--- config.mk ---
export PLATFORM = sky130hd
export DESIGN_NAME = rv32i_mc_core
export DESIGN_NICKNAME = d
export VERILOG_FILES = /design/src/rtl/rv32i_mc_core.sv
export SDC_FILE = /design/constraint.sdc
export NUM_CORES = 2
export LEC_CHECK = 0
export ABC_AREA = 0
export CORE_AREA = 2 2 549 551
export CTS_CLUSTER_DIAMETER = 30
export DETAILED_ROUTE_END_ITERATION = 7
export DIE_AREA = 0 0 551 553
export PLACE_DENSITY = 0.47
export RECOVER_POWER = 100
export SYNTH_ARGS = -nofsm -noshare
export SYNTH_HDL_FRONTEND = slang
export SYNTH_SLANG_ARGS = --single-unit
--- constraint.sdc ---
create_clock -name clk -period 11.1 [get_ports clk]
set_clock_uncertainty 0.2 [all_clocks]
set_input_delay 2.22 -clock clk [delete_from_list [all_inputs] [get_ports clk]]
set_output_delay 2.22 -clock clk [all_outputs]
set_load 0.005 [all_outputs]
--- src/rtl/rv32i_mc_core.sv ---
// rv32i_mc_core: multi-cycle RV32I core for a registered instruction ROM and a byte-addressed data RAM.
// Optional MUL support is enabled with `define RV_MUL_EN; without it every funct7=0000001 OP is a NOP.
module rv32i_mc_core #(
  parameter logic [31:0] RESET_PC = 32'h0000_0000
) (
  input  logic        clk,
  input  logic        reset,
  input  logic [31:0] i_mem_out,
  output logic [31:0] addr,
  input  logic [31:0] d_mem_out,
  output logic [31:0] d_addr,
  output logic [31:0] d_mem_in,
  output logic        d_mem_wen,
  output logic [1:0]  write_data_size
);
  // state   | meaning
  // FETCH   | addr=pc, ROM samples it at the edge
  // DECODE  | ROM word valid; latched into IR, memory-side outputs registered for EXEC
  // EXEC    | ALU/branch/jump, rd write for non-loads, pc update
  // LOAD_WB | load data valid; extend and write rd
  typedef enum logic [1:0] {FETCH, DECODE, EXEC, LOAD_WB} state_t;

  localparam logic [6:0] OPC_LUI    = 7'b0110111;
  localparam logic [6:0] OPC_AUIPC  = 7'b0010111;
  localparam logic [6:0] OPC_JAL    = 7'b1101111;
  localparam logic [6:0] OPC_JALR   = 7'b1100111;
  localparam logic [6:0] OPC_BRANCH = 7'b1100011;
  localparam logic [6:0] OPC_LOAD   = 7'b0000011;
  localparam logic [6:0] OPC_STORE  = 7'b0100011;
  localparam logic [6:0] OPC_OPIMM  = 7'b0010011;
  localparam logic [6:0] OPC_OP     = 7'b0110011;

  state_t      state_q;
  logic [31:0] pc_q, pc_d;
  logic [31:0] ir_q;
  logic [31:0] rf_q [32];

  logic [31:0] inst;
  logic [6:0]  opc, f7;
  logic [2:0]  f3;
  logic [4:0]  rd;
  logic [31:0] rs1_v, rs2_v;
  logic [31:0] imm_i, imm_s, imm_b, imm_j, imm_u;
  logic        is_op, is_opimm, is_load, is_store;
  logic [1:0]  mem_size;

  // The decoder looks at the ROM word directly in DECODE so memory outputs can be registered for EXEC.
  assign inst  = (state_q == DECODE) ? i_mem_out : ir_q;
  assign opc   = inst[6:0];
  assign rd    = inst[11:7];
  assign f3    = inst[14:12];
  assign f7    = inst[31:25];
  assign rs1_v = rf_q[inst[19:15]];
  assign rs2_v = rf_q[inst[24:20]];
  assign imm_i = {{20{inst[31]}}, inst[31:20]};
  assign imm_s = {{20{inst[31]}}, inst[31:25], inst[11:7]};
  assign imm_b = {{19{inst[31]}}, inst[31], inst[7], inst[30:25], inst[11:8], 1'b0};
  assign imm_j = {{11{inst[31]}}, inst[31], inst[19:12], inst[20], inst[30:21], 1'b0};
  assign imm_u = {inst[31:12], 12'h000};

  assign is_op    = (opc == OPC_OP);
  assign is_opimm = (opc == OPC_OPIMM);
  assign is_load  = (opc == OPC_LOAD) && (f3 inside {3'd0, 3'd1, 3'd2, 3'd4, 3'd5});
  assign is_store = (opc == OPC_STORE) && (f3 inside {3'd0, 3'd1, 3'd2});
  assign mem_size = f3[1:0] + 2'd1;

  logic        mul_sel;
  logic [31:0] mul_res;
`ifdef RV_MUL_EN
  assign mul_sel = is_op && (f7 == 7'b0000001) && (f3 == 3'b000);
  assign mul_res = rs1_v * rs2_v;
`else
  assign mul_sel = 1'b0;
  assign mul_res = 32'h0;
`endif

  logic [31:0] op_b, alu_res;
  logic        alu_ok, op_valid;
  assign op_b = is_op ? rs2_v : imm_i;

  always_comb begin
    alu_res = 32'h0;
    alu_ok  = 1'b0;
    case (f3)
      3'd0: begin
        alu_res = (is_op && inst[30]) ? rs1_v - op_b : rs1_v + op_b;
        alu_ok  = is_opimm || (f7 == 7'b0000000) || (f7 == 7'b0100000);
      end
      3'd1: begin
        alu_res = rs1_v << op_b[4:0];
        alu_ok  = (f7 == 7'b0000000);
      end
      3'd2: begin
        alu_res = {31'h0, $signed(rs1_v) < $signed(op_b)};
        alu_ok  = is_opimm || (f7 == 7'b0000000);
      end
      3'd3: begin
        alu_res = {31'h0, rs1_v < op_b};
        alu_ok  = is_opimm || (f7 == 7'b0000000);
      end
      3'd4: begin
        alu_res = rs1_v ^ op_b;
        alu_ok  = is_opimm || (f7 == 7'b0000000);
      end
      3'd5: begin
        alu_res = inst[30] ? $unsigned($signed(rs1_v) >>> op_b[4:0]) : rs1_v >> op_b[4:0];
        alu_ok  = (f7 == 7'b0000000) || (f7 == 7'b0100000);
      end
      3'd6: begin
        alu_res = rs1_v | op_b;
        alu_ok  = is_opimm || (f7 == 7'b0000000);
      end
      default: begin
        alu_res = rs1_v & op_b;
        alu_ok  = is_opimm || (f7 == 7'b0000000);
      end
    endcase
  end

  assign op_valid = (is_op || is_opimm) && (alu_ok || mul_sel);

  logic br_take;
  always_comb begin
    br_take = 1'b0;
    case (f3)
      3'd0:    br_take = (rs1_v == rs2_v);
      3'd1:    br_take = (rs1_v != rs2_v);
      3'd4:    br_take = ($signed(rs1_v) < $signed(rs2_v));
      3'd5:    br_take = ($signed(rs1_v) >= $signed(rs2_v));
      3'd6:    br_take = (rs1_v < rs2_v);
      3'd7:    br_take = (rs1_v >= rs2_v);
      default: br_take = 1'b0;
    endcase
  end

  logic        wb_en;
  logic [31:0] wb_val;
  always_comb begin
    wb_en  = 1'b0;
    wb_val = alu_res;
    pc_d   = pc_q + 32'd4;
    case (opc)
      OPC_LUI: begin
        wb_en  = 1'b1;
        wb_val = imm_u;
      end
      OPC_AUIPC: begin
        wb_en  = 1'b1;
        wb_val = pc_q + imm_u;
      end
      OPC_JAL: begin
        wb_en  = 1'b1;
        wb_val = pc_q + 32'd4;
        pc_d   = pc_q + imm_j;
      end
      OPC_JALR: begin
        if (f3 == 3'b000) begin
          wb_en  = 1'b1;
          wb_val = pc_q + 32'd4;
          pc_d   = (rs1_v + imm_i) & 32'hFFFF_FFFE;
        end
      end
      OPC_BRANCH: begin
        if (br_take) pc_d = pc_q + imm_b;
      end
      OPC_OPIMM, OPC_OP: begin
        wb_en  = op_valid;
        wb_val = mul_sel ? mul_res : alu_res;
      end
      default: ;
    endcase
  end

  logic [31:0] ld_val;
  always_comb begin
    case (f3)
      3'd0:    ld_val = {{24{d_mem_out[7]}}, d_mem_out[7:0]};
      3'd1:    ld_val = {{16{d_mem_out[15]}}, d_mem_out[15:0]};
      3'd4:    ld_val = {24'h0, d_mem_out[7:0]};
      3'd5:    ld_val = {16'h0, d_mem_out[15:0]};
      default: ld_val = d_mem_out;
    endcase
  end

  always_ff @(posedge clk or negedge reset) begin
    if (!reset) begin
      state_q         <= FETCH;
      pc_q            <= RESET_PC;
      ir_q            <= 32'h0;
      d_addr          <= 32'h0;
      d_mem_in        <= 32'h0;
      d_mem_wen       <= 1'b0;
      write_data_size <= 2'd0;
      for (int i = 0; i < 32; i++) rf_q[i] <= 32'h0;
    end else begin
      case (state_q)
        FETCH: state_q <= DECODE;
        DECODE: begin
          ir_q    <= i_mem_out;
          state_q <= EXEC;
          if (is_store) begin
            d_mem_wen       <= 1'b1;
            d_addr          <= rs1_v + imm_s;
            d_mem_in        <= rs2_v;
            write_data_size <= mem_size;
          end else if (is_load) begin
            d_addr          <= rs1_v + imm_i;
            write_data_size <= mem_size;
          end
        end
        EXEC: begin
          d_mem_wen       <= 1'b0;
          write_data_size <= 2'd0;
          pc_q            <= pc_d;
          if (wb_en && (rd != 5'd0)) rf_q[rd] <= wb_val;
          state_q <= is_load ? LOAD_WB : FETCH;
        end
        default: begin
          if (rd != 5'd0) rf_q[rd] <= ld_val;
          state_q <= FETCH;
        end
      endcase
    end
  end

  assign addr = pc_q;

endmodule

---- Word level (Yosys, flattened, before mapping) ----
Cells that the tools add are included.
storage, ports and cells
  flip-flop bits (word level) ............. 1,157
cells by class
  mux-type cells .......................... 37
  add/sub/neg operators ................... 9
  reductions and logical operators ........ 27
  order comparisons ....................... 10
  bitwise logic cells ..................... 7
  shifts and indexed selects .............. 3
  eq/ne operators ......................... 24
operator list
  operator                                                                count
  1024-bit bitwise mux                                                    2
  1024-bit two-way mux                                                    2
  1024-bit one-hot mux with 2 select lines                                1
  32-bit two-way mux                                                      14
  32-bit binary-select mux with 5-bit select                              2
  32-bit one-hot mux with 4 select lines                                  2
  32-bit one-hot mux with 7 select lines                                  1
  32-bit adder                                                            6
  32-bit demux with 5-bit select                                          1
  32-bit < comparator                                                     4
  32-bit one-hot mux with 3 select lines                                  1
  32-bit >= comparator                                                    2
  32-bit by 3-bit adder with 32-bit output (second input constant)        1
  32-bit AND                                                              1
  32-bit equality test                                                    1
  32-bit inequality test                                                  1
  32-bit OR                                                               1
  32-bit by 5-bit left shift with 32-bit output                           1
  32-bit by 5-bit >> shifter with 32-bit output                           1
  32-bit by 5-bit >>> shifter with 32-bit output                          1
  32-bit subtractor                                                       1
  32-bit XOR                                                              1
  7-bit by 6-bit equality test with 1-bit output (second input constant)  4
  7-bit equality test (second input constant)                             3
  other kinds (33)                                                        62

---- Logic depth before layout (Yosys ltp) ----
  word-level depth ........................ 15
  gate-level depth with buffers ........... 34

---- Worst setup path before layout ----
No wires, ideal clock.
  path kind ............................... input port to flip-flop
  from .................................... input port i_mem_out[20]
  to ...................................... register rf_q[735] (netlist bit)
  arrival ................................. 8.971 ns
  path buffers ............................ 8
  library setup time ...................... 0.143 ns
  required time ........................... 10.757 ns
  stages on the path ...................... 30
  slack ................................... 1.786 ns
  cells stage by stage .................... and3b_1 > a21oi_4 > inv_2 > buf_6 > buf_6 > buf_6 > clkbuf_1 > buf_1 > buf_1 > mux4_2 > nand2_1 > a311oi_1 > a31oi_1 > a21oi_1 > ha_1 > clkbuf_1 > nor4_1 > nor4b_1 > o311ai_0 > a2111oi_0 > o21ai_0 > o2bb2ai_1 > o21ai_0 > a211o_1 > a2111o_1 > nand2_1 > a311o_1 > nor4_2 > buf_2 > o221ai_1
between the ends
  word-level cells in the longest chain between the ends .. 14
ends and longest elaborated chain
  element                                                 line     RTL
  start: declaration                                      8        input logic [31:0] i_mem_out,
  32-bit two-way mux *                                    n/a
  5-bit inverter with 6-bit output (implied by the code)  54       assign rs2_v = rf_q[inst[24:20]];
  32-bit binary-select mux with 5-bit select              54
  32-bit two-way mux (implied by the code) (2 in series)  54
  32-bit two-way mux                                      79       assign op_b = is_op ? rs2_v : imm_i;
  32-bit adder, or another cell as far along              86       alu_res = (is_op && inst[30]) ? rs1_v - op_b : rs1_v + op_b;
  32-bit two-way mux (on tied branches)                   86, 106
  32-bit one-hot mux with 7 select lines                  84       case (f3)
  32-bit two-way mux                                      157      if (f3 == 3'b000) begin
  32-bit one-hot mux with 4 select lines *                142      case (opc)
  1024-bit bitwise mux *                                  215      if (wb_en && (rd != 5'd0)) rf_q[rd] <= wb_val;
  1024-bit two-way mux *                                  215
  1024-bit one-hot mux with 2 select lines *              196      case (state_q)
  end signal: indexed assignment                          215
  end signal: indexed assignment                          219      if (rd != 5'd0) rf_q[rd] <= ld_val;
  end: declaration                                        36       logic [31:0] rf_q [32];
Every way passes the cells marked *; elsewhere a longest branch is shown, timed or not. The select of a mux whose other input is x is not followed.
A chain may end at the register's enable or synchronous reset.

---- Final worst setup path ----
  from .................................... input port i_mem_out[21]
  to ...................................... register rf_q[240] (netlist bit)
between the ends
  word-level cells in the longest chain between the ends .. 14
ends and longest elaborated chain
  element                                                 line
  32-bit two-way mux *                                    n/a
  5-bit inverter with 6-bit output (implied by the code)  54
  32-bit binary-select mux with 5-bit select              54
  32-bit two-way mux (implied by the code) (2 in series)  54
  32-bit two-way mux *                                    79
  32-bit adder, or another cell as far along              86
  32-bit two-way mux (on tied branches)                   86, 106
  32-bit one-hot mux with 7 select lines *                84
  32-bit two-way mux                                      157
  32-bit one-hot mux with 4 select lines *                142
  1024-bit bitwise mux *                                  215
  1024-bit two-way mux *                                  215
  1024-bit one-hot mux with 2 select lines *              196
Marked as above.

==> flow_metrics.tcl <==
set metrics [dict create \
    status "complete, but fails checks" \
    violations "capacitance limit, slew limit, setup timing" \
    cts_resized 0 \
    h-tree-depth 5 \
    nets 10600 \
    clock-sinks 1156 \
    ys_seq_elements 1156 \
    timing.hold.ws_ps 194 \
    yosysTopAreaCell "dfrtp_1" \
    port_buffers 163 \
    cts_buffer_depth 4 \
    synth_cell_types 97 \
    path_buf_inv 8 \
    syn_nets 10400 \
    place_ws_ps -101 \
    slew_viol_final 544 \
    r2r-start "state_q[0]" \
    track_usage 0.327 \
    gp_congestion 1.02 \
    cts_setup_buffers 0 \
    ant_nets 0 \
    hold_path_class "reg2reg" \
    core_um2 299000 \
    synth_top_area_share 0.348 \
    cp_top_family "buffers and inverters" \
    drcViolationCount 0 \
    avgSynthCellArea_um2 8.22 \
    drive_above_1_share 0.154 \
    antenna_found_initial 47 \
    grt_pass1_vias 86600 \
    area_delta_synth_final_pct 24.8 \
    syn_area_um2 83200 \
    r2r_slack_ps 660 \
    yosysWarnings 0 \
    async_flop_share 1.00 \
    cts-root-buf "clkbuf_16" \
    yosys-top-cells-area "dfrtp_1 (35%), nand2_1 (8.8%), mux4_2 (7.0%)" \
    grt_pass1_wl_um 709000 \
    max_freq_mhz 89.6 \
    final_common_cell "nand2_1" \
    worstPathArrival_ps 11710 \
    worstSkewPairLatency_ps 900 \
    fin_crit_sh 1.01 \
    via_per_inst 6.32 \
    relSlewSlack -3.95 \
    start_util 0.278 \
    synth_edf_count 0 \
    setup_viol 32 \
    syn-instance-count 10100 \
    crit_fanout 34 \
    fillers 30700 \
    globalRouteOverflowTotal 0 \
    dieWidth_um 551 \
    drt_iter0_drc 13900 \
    synth_seq_area_share 0.348 \
    dpl.hpwl_um 360000 \
    synth_ff_type "dfrtp_1" \
    design_area_um2 104000 \
    rsz0062_at_grt "false" \
    cpPeakStageDelay_ps 1490 \
    dieArea_um2 305000 \
    layout_setup_ws_ps -56.2 \
    slowest_stage "clkbuf_1" \
    vias 91600 \
    grt_start_max_net_pins 158 \
    postCtsHoldBufs 0 \
    cts_buffers 337 \
    wirelength_um 516000 \
    rows 201 \
    cts_tree "done" \
    cts.clk_slew.worst_paths_ps 40 \
    dr.pass1.iters 7 \
    crit_path_end "rf_q[240]" \
    cp.depth 21 \
    r2r_end "rf_q[603]" \
    ios 165 \
    finalCriticalPeriod_ps 11160 \
    die_h_um 553 \
    cp-startpoint "i_mem_out[21]" \
    finalHoldViolCount 0 \
    cp.required_ps 11660 \
    worstSetupPathType "in2reg" \
    tightest_slew_ps 7420 \
    fin_setup_tns_ps -669 \
    crit_path_end_kind "flip-flop" \
    crit_chain "clkdlybuf4s50_1 > and3b_1 > a21oi_1 > buf_4 > nor2_1 > buf_4 > a32o_1 > o21ai_0 > o211a_1 > o31a_2 > buf_4 > clkbuf_1 > inv_2 > clkbuf_1 > mux2i_1 > mux2i_1 > mux2i_1 > o21ai_0 > a41o_1 > buf_12 > o221ai_1" \
    final_cell_mix "nand2_1 (1919), dfrtp_1 (1156), nor2_1 (951)" \
    dpl_cell_area_um2 92200 \
    maxCapViolCount 11 \
    wl_per_cell_um 35.6 \
    critPathLaunchType "input pin" \
    worstRegToRegCells 23 \
]
-- worst min path at each step --
stage / start / end / cells past startpoint
after floorplan: rf_q[1012] / rf_q[1012] / 1
after global placement: rf_q[999] / rf_q[999] / 0
after detailed placement: rf_q[1015] / rf_q[1015] / 0
after CTS: rf_q[1015] / rf_q[1015] / 0
after global routing: rf_q[1004] / rf_q[1004] / 0
final: rf_q[1015] / rf_q[1015] / 0
-- worst register-to-register path, stage by stage (launching register included) --
cell and delay [ps]:
dfrtp_1 310, buf_4 260, nor2b_4 220, buf_4 430, mux2i_4 340, clkbuf_1 1900, inv_1 1000, ha_1 690
a21o_1 240, a221oi_1 460, a211oi_1 180, o21ai_0 830, a21o_1 280, xnor2_1 150, a211oi_1 100, a21oi_1 250
clkbuf_1 580, o311ai_0 400, a21oi_1 210, nand4_1 110, o41a_1 410, clkbuf_4 430, nand2_1 210, a31oi_1 100
-- cells by family (layout without fill, tap and decap cells) --
group                      count (synthesis)  count (layout)  share of synthesized area
and+or+nand+nor                         3767            3767                      0.190
other                                      1              23                  0.0000451
adders and majority gates                231             231                     0.0354
xor gates and xnor gates                 180             180                     0.0189
AOI/OAI and AO/OA                       2996            2996                      0.239
muxes                                    596             596                      0.111
DFF                                     1156            1156                      0.348
buffers and inverters                   1190            1601                     0.0574
-- Yosys cell counts (77+ instances only) --
cell type and count:
a32oi_1 77, o211ai_1 102, o221ai_1 388, a21oi_1 619, inv_1 172, or3_1 83
xnor2_1 120, o21a_1 95, mux4_2 260, o21ai_0 697, o31ai_1 266, clkbuf_1 765
a211oi_1 81, nand2_1 1951, nand4_1 82, mux2i_1 307, buf_1 78, buf_2 137
nand3_1 381, dfrtp_1 1156, nor2_1 969, a31oi_1 166, ha_1 224
-- sequential cells by signal, indices dropped and copies added, names as in the netlist --
name	cells
write_data_size	2
d_mem_in	32
d_mem_wen	1
rf_q	1024
addr	31
state_q	2
d_addr	32
ir_q	32
-- metal layers --
layer,up-vias,global-route usage,share of wire
li1,37400,-,-
met1,45800,0.425,0.39
met2,6814,0.471,0.41
met3,1603,0.0954,0.12
met4,36,0.211,0.078
met5,-,0.00396,0.0010
-- final cells by class --
class / instances / area (um^2) / area share
multi-input cells: 7771 / 50100 / 0.482
flip-flops and latches: 1156 / 28900 / 0.279
clock buffers: 445 / 9550 / 0.0919
repair buffers: 805 / 7020 / 0.0676
well taps: 3958 / 4950 / 0.0477
clock inverters: 169 / 2570 / 0.0248
inverters: 182 / 719 / 0.00693
diodes: 22 / 55.1 / 0.000530
-- per-stage QoR --
step	std cells	utilization
2_1_floorplan	10100	-
4_1_cts	14500	0.349
3_5_place_dp	13900	0.308
6_report	14500	0.348
5_1_grt	14500	0.348
3_3_place_gp	13900	0.308
Power is not shown: default switching activity piles up to over one toggle a cycle in this logic, so the estimate is an artifact.
